**src/rtl/nn_mem_port_arbiter.sv**
```systemverilog
// nn_mem_port_arbiter
//   Shares one port of a dpram32x32_cb between N_REQ requesters with
//   round-robin arbitration and bounded bursts. Drives the active-low RAM
//   controls in the grant cycle and returns read data RD_LAT cycles later
//   with a per-requester valid strobe.
//
//   Handshake: a requester holds req_i with its we_i/addr_i/wdata_i stable;
//   the access is performed in the cycle where req_i[k] & gnt_o[k]. A read
//   returns as a one-cycle rvalid_o[k] pulse with rdata_o RD_LAT cycles later.
//
//   Optional build macro ARB_FIXED_PRIO_EN: fixed priority (requester 0
//   highest) with a one-cycle forced release when an owner exhausts its burst.
module nn_mem_port_arbiter #(
    parameter int N_REQ     = 2,
    parameter int ADDR_W    = 5,
    parameter int DATA_W    = 32,
    parameter int BURST_LEN = 4,
    parameter int RD_LAT    = 1
) (
    input  logic                     clk,
    input  logic                     rst,
    input  logic [N_REQ-1:0]         req_i,
    input  logic [N_REQ-1:0]         we_i,
    input  logic [N_REQ*ADDR_W-1:0]  addr_i,
    input  logic [N_REQ*DATA_W-1:0]  wdata_i,
    output logic [N_REQ-1:0]         gnt_o,
    output logic [N_REQ-1:0]         rvalid_o,
    output logic [DATA_W-1:0]        rdata_o,
    output logic [ADDR_W-1:0]        mem_a,
    output logic                     mem_csb,
    output logic                     mem_web,
    output logic                     mem_oeb,
    output logic [DATA_W-1:0]        mem_i,
    input  logic [DATA_W-1:0]        mem_o
);

    localparam int ID_W  = $clog2(N_REQ);
    localparam int CNT_W = $clog2(BURST_LEN + 1);

    logic              owner_vld;
    logic [ID_W-1:0]   owner;
    logic [CNT_W-1:0]  cnt;
    logic [N_REQ-1:0]  owner_oh;
    logic              at_limit;
    logic [ID_W-1:0]   scan_base;
    logic [N_REQ-1:0]  masked_req;
    logic [N_REQ-1:0]  req_rot;
    logic              win_vld;
    logic [ID_W-1:0]   win_off;
    logic [ID_W:0]     win_sum;
    logic [ID_W-1:0]   win;
    logic              grant_en;
    logic              gnt_we;

    logic              rd_vld [RD_LAT];
    logic [ID_W-1:0]   rd_id  [RD_LAT];

`ifndef ARB_FIXED_PRIO_EN
    logic [ID_W-1:0]   ptr;
    logic [ID_W-1:0]   owner_inc;
    logic              release_now;
`endif

    assign at_limit = owner_vld && (cnt >= CNT_W'(BURST_LEN));

`ifndef ARB_FIXED_PRIO_EN
    // Release happens when the owner drops its request or exhausts its burst;
    // the scan then starts just past the old owner so it is considered last.
    assign owner_inc   = (owner == ID_W'(N_REQ - 1)) ? '0 : owner + 1'b1;
    assign release_now = owner_vld && (!req_i[owner] || at_limit);
    assign scan_base   = release_now ? owner_inc : ptr;
`else
    assign scan_base   = '0;
`endif

    // One-hot view of the current owner
    always_comb begin
        owner_oh = '0;
        if (owner_vld) owner_oh = N_REQ'(1) << owner;
    end

    // Winner selection: an owner at its burst limit is masked out whenever
    // anyone else is waiting; the rotated scan then picks the first request.
    always_comb begin
        masked_req = req_i;
        if (at_limit && |(req_i & ~owner_oh)) masked_req = req_i & ~owner_oh;
        req_rot = N_REQ'({masked_req, masked_req} >> scan_base);
        win_vld = 1'b0;
        win_off = '0;
        for (int k = N_REQ - 1; k >= 0; k--) begin
            if (req_rot[k]) begin
                win_vld = 1'b1;
                win_off = ID_W'(k);
            end
        end
        win_sum = {1'b0, scan_base} + (ID_W + 1)'(win_off);
        if (win_sum >= (ID_W + 1)'(N_REQ)) win_sum = win_sum - (ID_W + 1)'(N_REQ);
        win = win_sum[ID_W-1:0];
    end

    assign grant_en = win_vld && !rst;

    // One-hot grant, suppressed while reset is asserted
    always_comb begin
        gnt_o = '0;
        for (int k = 0; k < N_REQ; k++) begin
            if (grant_en && (win == ID_W'(k))) gnt_o[k] = 1'b1;
        end
    end

    // RAM drive for the granted requester; idle values otherwise
    always_comb begin
        mem_csb = 1'b1;
        mem_web = 1'b1;
        mem_a   = '0;
        mem_i   = '0;
        gnt_we  = 1'b0;
        for (int k = 0; k < N_REQ; k++) begin
            if (gnt_o[k]) begin
                mem_csb = 1'b0;
                mem_web = ~we_i[k];
                mem_a   = addr_i[k*ADDR_W +: ADDR_W];
                mem_i   = wdata_i[k*DATA_W +: DATA_W];
                gnt_we  = we_i[k];
            end
        end
    end

    // Arbiter state: owner, burst counter and rotation pointer
    always_ff @(posedge clk or posedge rst) begin
        if (rst) begin
            owner_vld <= 1'b0;
            owner     <= '0;
            cnt       <= '0;
`ifndef ARB_FIXED_PRIO_EN
            ptr       <= '0;
`endif
        end else if (win_vld) begin
            if (owner_vld && (win == owner) && !at_limit) begin
                cnt <= cnt + CNT_W'(1);
            end else begin
                owner_vld <= 1'b1;
                owner     <= win;
                cnt       <= CNT_W'(1);
            end
`ifndef ARB_FIXED_PRIO_EN
            if (release_now) ptr <= owner_inc;
`endif
        end else begin
            owner_vld <= 1'b0;
            owner     <= '0;
            cnt       <= '0;
        end
    end

    // Read-return pipeline: carries (valid, id) for RD_LAT cycles
    always_ff @(posedge clk or posedge rst) begin
        if (rst) begin
            for (int s = 0; s < RD_LAT; s++) begin
                rd_vld[s] <= 1'b0;
                rd_id[s]  <= '0;
            end
        end else begin
            rd_vld[0] <= grant_en && !gnt_we;
            rd_id[0]  <= win;
            for (int s = 1; s < RD_LAT; s++) begin
                rd_vld[s] <= rd_vld[s-1];
                rd_id[s]  <= rd_id[s-1];
            end
        end
    end

    // Output stage: strobe the owning requester and enable RAM output
    always_comb begin
        rvalid_o = '0;
        rdata_o  = '0;
        mem_oeb  = 1'b1;
        if (rd_vld[RD_LAT-1]) begin
            rvalid_o = N_REQ'(1) << rd_id[RD_LAT-1];
            rdata_o  = mem_o;
            mem_oeb  = 1'b0;
        end
    end

endmodule

```
**config.mk**
```make
export PLATFORM = sky130hd
export DESIGN_NAME = nn_mem_port_arbiter
export DESIGN_NICKNAME = d
export VERILOG_FILES = /design/src/rtl/nn_mem_port_arbiter.sv
export SDC_FILE = /design/constraint.sdc
export NUM_CORES = 1
export LEC_CHECK = 0
export CAP_MARGIN = 0
export CORE_ASPECT_RATIO = 0.7
export CORE_MARGIN = 2
export CORE_UTILIZATION = 25
export CTS_CLUSTER_DIAMETER = 30
export DETAILED_ROUTE_END_ITERATION = 12
export PLACE_DENSITY = 0.83
export SLEW_MARGIN = 20
export SYNTH_ARGS = -nofsm -noshare
export SYNTH_HDL_FRONTEND = slang
export SYNTH_SLANG_ARGS = --single-unit
```
**constraint.sdc**
```tcl
create_clock -name clk -period 3.9 [get_ports clk]
set_input_delay 0.78 -clock clk [delete_from_list [all_inputs] [get_ports clk]]
set_output_delay 0.78 -clock clk [all_outputs]
set_load 0.05 [all_outputs]
```
# ---- After elaboration in Yosys (flattened, before gate mapping)
# Cells that the tools add are included.
dict set report totals {
  word_cells 69
  output_inout_bits 76
  register_bits 8
  in_bits 112
}
dict set report op_classes {
  reduce_logical 15
  n_addsub 4
  n_lt_le_gt_ge 3
  bitwise 5
  n_eq_ne 2
  muxes 31
  shifts 3
}
# operator count
set ops {}
lappend ops {{$mux 32} 3}
lappend ops {{$mux 1} 21}
lappend ops {{$mux 5} 2}
lappend ops {{$logic_and 1x1->1} 9}
lappend ops {{$mux 2} 3}
lappend ops {{$mux 3} 2}
lappend ops {{$logic_not 1->1} 4}
lappend ops {{$shl 1x1->2 const A} 2}
lappend ops {{$shr 4x1->2} 1}
lappend ops {{$add 3x1->3 const B} 1}
lappend ops {{$ge 3x3->1 const B} 1}
lappend ops {{$not 1->1} 3}
lappend ops {{$add 1x1->2} 1}
lappend ops {{$and 2x2->2} 1}
lappend ops {{$ge 2x2->1 const B} 1}
lappend ops {{$lt 1x2->1 const B} 1}
lappend ops {{$ne 2x2->1 const B} 1}
lappend ops {{$not 2->2} 1}
lappend ops {{$reduce_or 2->1} 1}
lappend ops {{$add 1x1->1 const B} 1}
lappend ops {{$eq 1x1->1} 1}
lappend ops {{$logic_or 1x1->1} 1}
lappend ops {{$sub 1x1->1 const B} 1}

# ---- Depth between registers and ports, before layout
# Gate-level depths: netlist of run 1.
dict set report logic_depth {
  ltp_word 20
  ltp_mapped 6
}

# ---- Worst setup path before layout of run 1
# Ideal clock, no wire load.
dict set report synth_path {
  path_type {input port to output port}
  startpoint {input req_i[1]}
  endpoint {output mem_i[10]}
  t_required_ps 3120
  t_arrival_ps 2614
  path_stages 5
  setup_slack_ps 506
  cell_sequence {buf_2 > nand4b_1 > o211ai_4 > clkbuf_1 > o32ai_1}
}
dict set report synth_between {
  elab_chain_len 17
}
# element line_no
set synth_rtl {}
lappend synth_rtl {{start, declared} 22} ;# input logic [N_REQ-1:0] req_i,
lappend synth_rtl {{$mux 1 (not written as such) (2 in series)} 70} ;# assign release_now = owner_vld && (!req_i[owner] || at_limit);
lappend synth_rtl {{$logic_not 1->1} 70}
lappend synth_rtl {{$logic_or 1x1->1} 70}
lappend synth_rtl {{$logic_and 1x1->1} 70}
lappend synth_rtl {{$mux 1} -}
lappend synth_rtl {{$shr 4x1->2} 87} ;# req_rot = N_REQ'({masked_req, masked_req} >> scan_base);
lappend synth_rtl {{$mux 1 (2 in series)} 91} ;# if (req_rot[k]) begin
lappend synth_rtl {{$add 1x1->2} 96} ;# win_sum = {1'b0, scan_base} + (ID_W + 1)'(win_off);
lappend synth_rtl {{$ge 2x2->1 / $sub 1x1->1 (equally long branches)} 97} ;# if (win_sum >= (ID_W + 1)'(N_REQ)) win_sum = win_sum - (ID_W + 1)'(N_REQ);
lappend synth_rtl {{$mux 1} 97}
lappend synth_rtl {{$not 1->1} 107} ;# if (grant_en && (win == ID_W'(k))) gnt_o[k] = 1'b1;
lappend synth_rtl {{$logic_and 1x1->1} 107}
lappend synth_rtl {{$mux 1} 107}
lappend synth_rtl {{$mux 32} 119} ;# if (gnt_o[k]) begin
lappend synth_rtl {{$mux 32 *} 119}
lappend synth_rtl {{end, declared} 33} ;# output logic [DATA_W-1:0] mem_i,
# Every way passes the cells marked *; elsewhere a longest branch is shown, timed or not. The select of a mux whose other input is x is not followed.

# ---- Worst setup path in the final report of run 1
dict set report layout_path {
  startpoint {input req_i[1]}
  endpoint {output mem_a[2]}
}
dict set report layout_between {
  elab_chain_len 17
}
# element line_no
set layout_rtl {}
lappend layout_rtl {{$mux 1 (not written as such) (2 in series)} 70}
lappend layout_rtl {{$logic_not 1->1} 70}
lappend layout_rtl {{$logic_or 1x1->1} 70}
lappend layout_rtl {{$logic_and 1x1->1} 70}
lappend layout_rtl {{$mux 1} -}
lappend layout_rtl {{$shr 4x1->2} 87}
lappend layout_rtl {{$mux 1 (2 in series)} 91}
lappend layout_rtl {{$add 1x1->2} 96}
lappend layout_rtl {{$ge 2x2->1 / $sub 1x1->1 (equally long branches)} 97}
lappend layout_rtl {{$mux 1} 97}
lappend layout_rtl {{$not 1->1} 107}
lappend layout_rtl {{$logic_and 1x1->1} 107}
lappend layout_rtl {{$mux 1} 107}
lappend layout_rtl {{$mux 5} 119}
lappend layout_rtl {{$mux 5 *} 119}
lappend layout_rtl {{end, declared} 29} ;# output logic [ADDR_W-1:0] mem_a,
# Marked as above.

==> flow_metrics.tcl, run 1 <==
set metrics [dict create \
    status "finished, final reports clean" \
    cts_root_buf "clkbuf_8" \
    io_pins 188 \
    clock_latency_ns 0.23 \
    dieArea_mm2 0.006609 \
    syn-instance-count 214 \
    crit_chain "clkdlybuf4s50_1 -> nand4b_1 -> o211ai_4 -> buf_12 -> o32ai_1 -> buf_12" \
    grt_pass1_wl_um 9080 \
    slew_viol_final 0 \
    fin_setup_tns_ns 0 \
    met3_usage_pct 4.674 \
    rsz0062_at_grt "false" \
    setup_viol 0 \
    period_needed_ns 3.375 \
    syn_area_per_cell_um2 6.969 \
    worst_pin_slew_ns 0.7152 \
    synthesis.area_mm2 0.001491 \
    worstPathArrival_ns 2.59 \
    first_pass_iters 4 \
    power.total_uw 786.2 \
    rr_endpoint "rd_vld$_DFF_PP0_" \
    instances_no_fill 462 \
    yosys.area.top_type "o32ai_1" \
    p_leak_uw 0.001518 \
    die_h_um 68.62 \
    placedCellCount 459 \
    fmax_mhz 296.3 \
    crit_end "mem_a[2]" \
    post_synth_main_area_contributors "o32ai_1, and2_1, dfrtp_1, o32ai_2, nand2_1" \
    grt_overflow 0 \
    critPathKind "input pin to primary output" \
    ys_async_sr_fraction_pct 100.0 \
    postCtsSetupBuffers 0 \
    vdd_ir_drop_max_uv 137.4 \
    path_clk_slew_ns 0.04 \
    max-slew-margin-rel_pct 52.32 \
    dp_hpwl_um 5126 \
    crit_fanout 40 \
    finalWeightedCongestion 0.7755 \
    yosysSeqAreaShare_pct 13.42 \
    cts_sinks 8 \
    crit_family "buffers and inverters" \
    hold_class "flop to flop" \
    setup_slack_ns 0.5253 \
    crit_required_ns 3.12 \
    busiest_layer "met2" \
    drc 0 \
    cp-start-kind "input pin" \
    diodes 0 \
    synth-main-ff-cell "dfrtp_1" \
    met2_usage_pct 30.90 \
    wl_per_cell_um 13.94 \
    cts_inserted_buffers 3 \
    synth_edf_count 0 \
    use_met1_pct 21.68 \
    crit_buf_inv 3 \
    end_kind "primary output" \
    drtIter0Drc 59 \
    routed_via_density 4.595 \
    reg2reg_slack_ns 2.46 \
    area_growth_pct 135.2 \
    htree_levels 1 \
    yosys.cell_count.top_type "nand2_1" \
    cts_tree "built" \
    antenna_left 0 \
    fin_worst_skew_ns 0.005929 \
    port-buffer-count 187 \
    critPathMaxStageDelay_ns 0.60 \
    rr_worst_depth 5 \
    track_usage_pct 17.38 \
    wirelength_um 6440 \
    post-route-period-util_pct 86.53 \
    row_count 23 \
    ys_warn_count 0 \
    cts-resized-gates 0 \
    fillers 508 \
    cp-startpoint "req_i[1]" \
    start_util_pct 25.91 \
    antenna_found_initial 0 \
    core_mm2 0.005756 \
    grt_pass1_vias 1835 \
    chipWidth_um 96.32 \
    cp.depth 6 \
    vias 2123 \
    hold_violations 0 \
    syn_nets 327 \
    fin_nets 502 \
    clock_path_buffers 2 \
    netlist_top_cells_count "nand2_1, inv_1, and2_1, o32ai_1, clkbuf_1" \
    worstReg2RegStart "owner_vld$_DFFE_PP0P_" \
    layout-drive-gt1-share_pct 17.05 \
    dpl_worst_slack_ns 0.5380 \
    yosysUniqueCellTypes 32 \
    cts.hold.buffers_added 0 \
    yosysTopAreaCellShare_pct 15.27 \
    cp_slowest_cell "clkdlybuf4s50_1" \
    p_per_area_mw_per_mm2 224.2 \
    ys_ff_latch 8 \
    max_cap_viol_count 0 \
    grt_max_degree 43 \
    crit_top_cell "buf_12" \
]
-- per-stage QoR --
step | utilization (%) | area (um^2) | hold WS, ns
after floorplan | - | 1491 | 0.4358
after global placement | 60.22 | 3466 | 0.4526
after detailed placement | 60.22 | 3466 | 0.4565
after CTS | 60.93 | 3507 | 0.4689
after global routing | 60.93 | 3507 | 0.4890
final | 60.93 | 3507 | 0.4692
-- metal layers --
layer  vias up  part of all wire, %
met5         -                    0
met4         0                 0.42
met3         2                  9.7
met2        88                   51
met1       965                   39
li1       1068                    -
-- sequential cells by signal (all words and copies together), names as in the netlist --
| name | flops |
|---|---|
| owner | 1 |
| owner_vld | 1 |
| rd_vld | 1 |
| rd_id | 1 |
| ptr | 1 |
| cnt | 3 |
-- placed cells by master (no fill, tap or decap), types with 2 or more instances in the layout --
cell type	instances
a21oi_1	2
and2_1	35
buf_12	17
buf_4	29
clkbuf_8	3
clkdlybuf4s50_1	145
dfrtp_1	8
inv_1	41
nand2_1	43
nand2b_1	2
nand3_1	2
nor2_1	4
o32ai_1	26
o32ai_2	11
-- where the power goes --
part	internal [uW]	total, uW	switching, uW	leakage, uW
combinational	260	579	319	0.00140
sequential	92.2	106	13.8	0.0000954
clock	67.0	101	33.9	0.0000216
total	420	786	367	0.00152
-- worst reg2reg max path, stage by stage (launching register included) --
cell	delay (ns)
dfrtp_1	0.44
and2_4	0.23
o211ai_4	0.10
buf_12	0.20
or3_1	0.32
o31ai_1	0.07
-- final cells by class --
type / instances / area, um^2 / area share [%]
multi-input cells: 142 / 999.7 / 28.51
well taps: 75 / 93.84 / 2.676
repair buffers: 192 / 2014 / 57.44
inverters: 42 / 157.7 / 4.495
clock buffers: 3 / 41.29 / 1.177
flip-flops and latches: 8 / 200.2 / 5.708
-- cells by family after synthesis --
logic type,after synthesis,synth area share (%)
adders and majority gates,1,0.8388
and+or+nand+nor,92,31.04
buffers and inverters,64,19.55
DFF,8,13.42
AOI/OAI and AO/OA,49,35.15
-- worst min-delay path by stage --
stage,start,cells after the start,to,slack (ns)
2_1_floorplan,cnt[0]$_DFF_PP0_,1,cnt[0]$_DFF_PP0_,0.44
3_3_place_gp,cnt[0]$_DFF_PP0_,1,cnt[0]$_DFF_PP0_,0.45
3_5_place_dp,cnt[0]$_DFF_PP0_,1,cnt[0]$_DFF_PP0_,0.46
4_1_cts,cnt[0]$_DFF_PP0_,1,cnt[0]$_DFF_PP0_,0.47
5_1_grt,cnt[0]$_DFF_PP0_,1,cnt[0]$_DFF_PP0_,0.49
6_report,cnt[0]$_DFF_PP0_,1,cnt[0]$_DFF_PP0_,0.47
No activity file was read; power rests on OpenSTA's default activity.
==> inputs of run 2 (changes only) <==
--- a/config.mk
+++ b/config.mk
@@ -9,10 +9,9 @@
 export CORE_ASPECT_RATIO = 0.7
 export CORE_MARGIN = 2
 export CORE_UTILIZATION = 25
-export CTS_CLUSTER_DIAMETER = 30
 export DETAILED_ROUTE_END_ITERATION = 12
 export PLACE_DENSITY = 0.83
-export SLEW_MARGIN = 20
+export SLEW_MARGIN = 10
 export SYNTH_ARGS = -nofsm -noshare
 export SYNTH_HDL_FRONTEND = slang
 export SYNTH_SLANG_ARGS = --single-unit
==> results of run 2 <==
Final layout, timing and power as in run 1 (identical DEF).
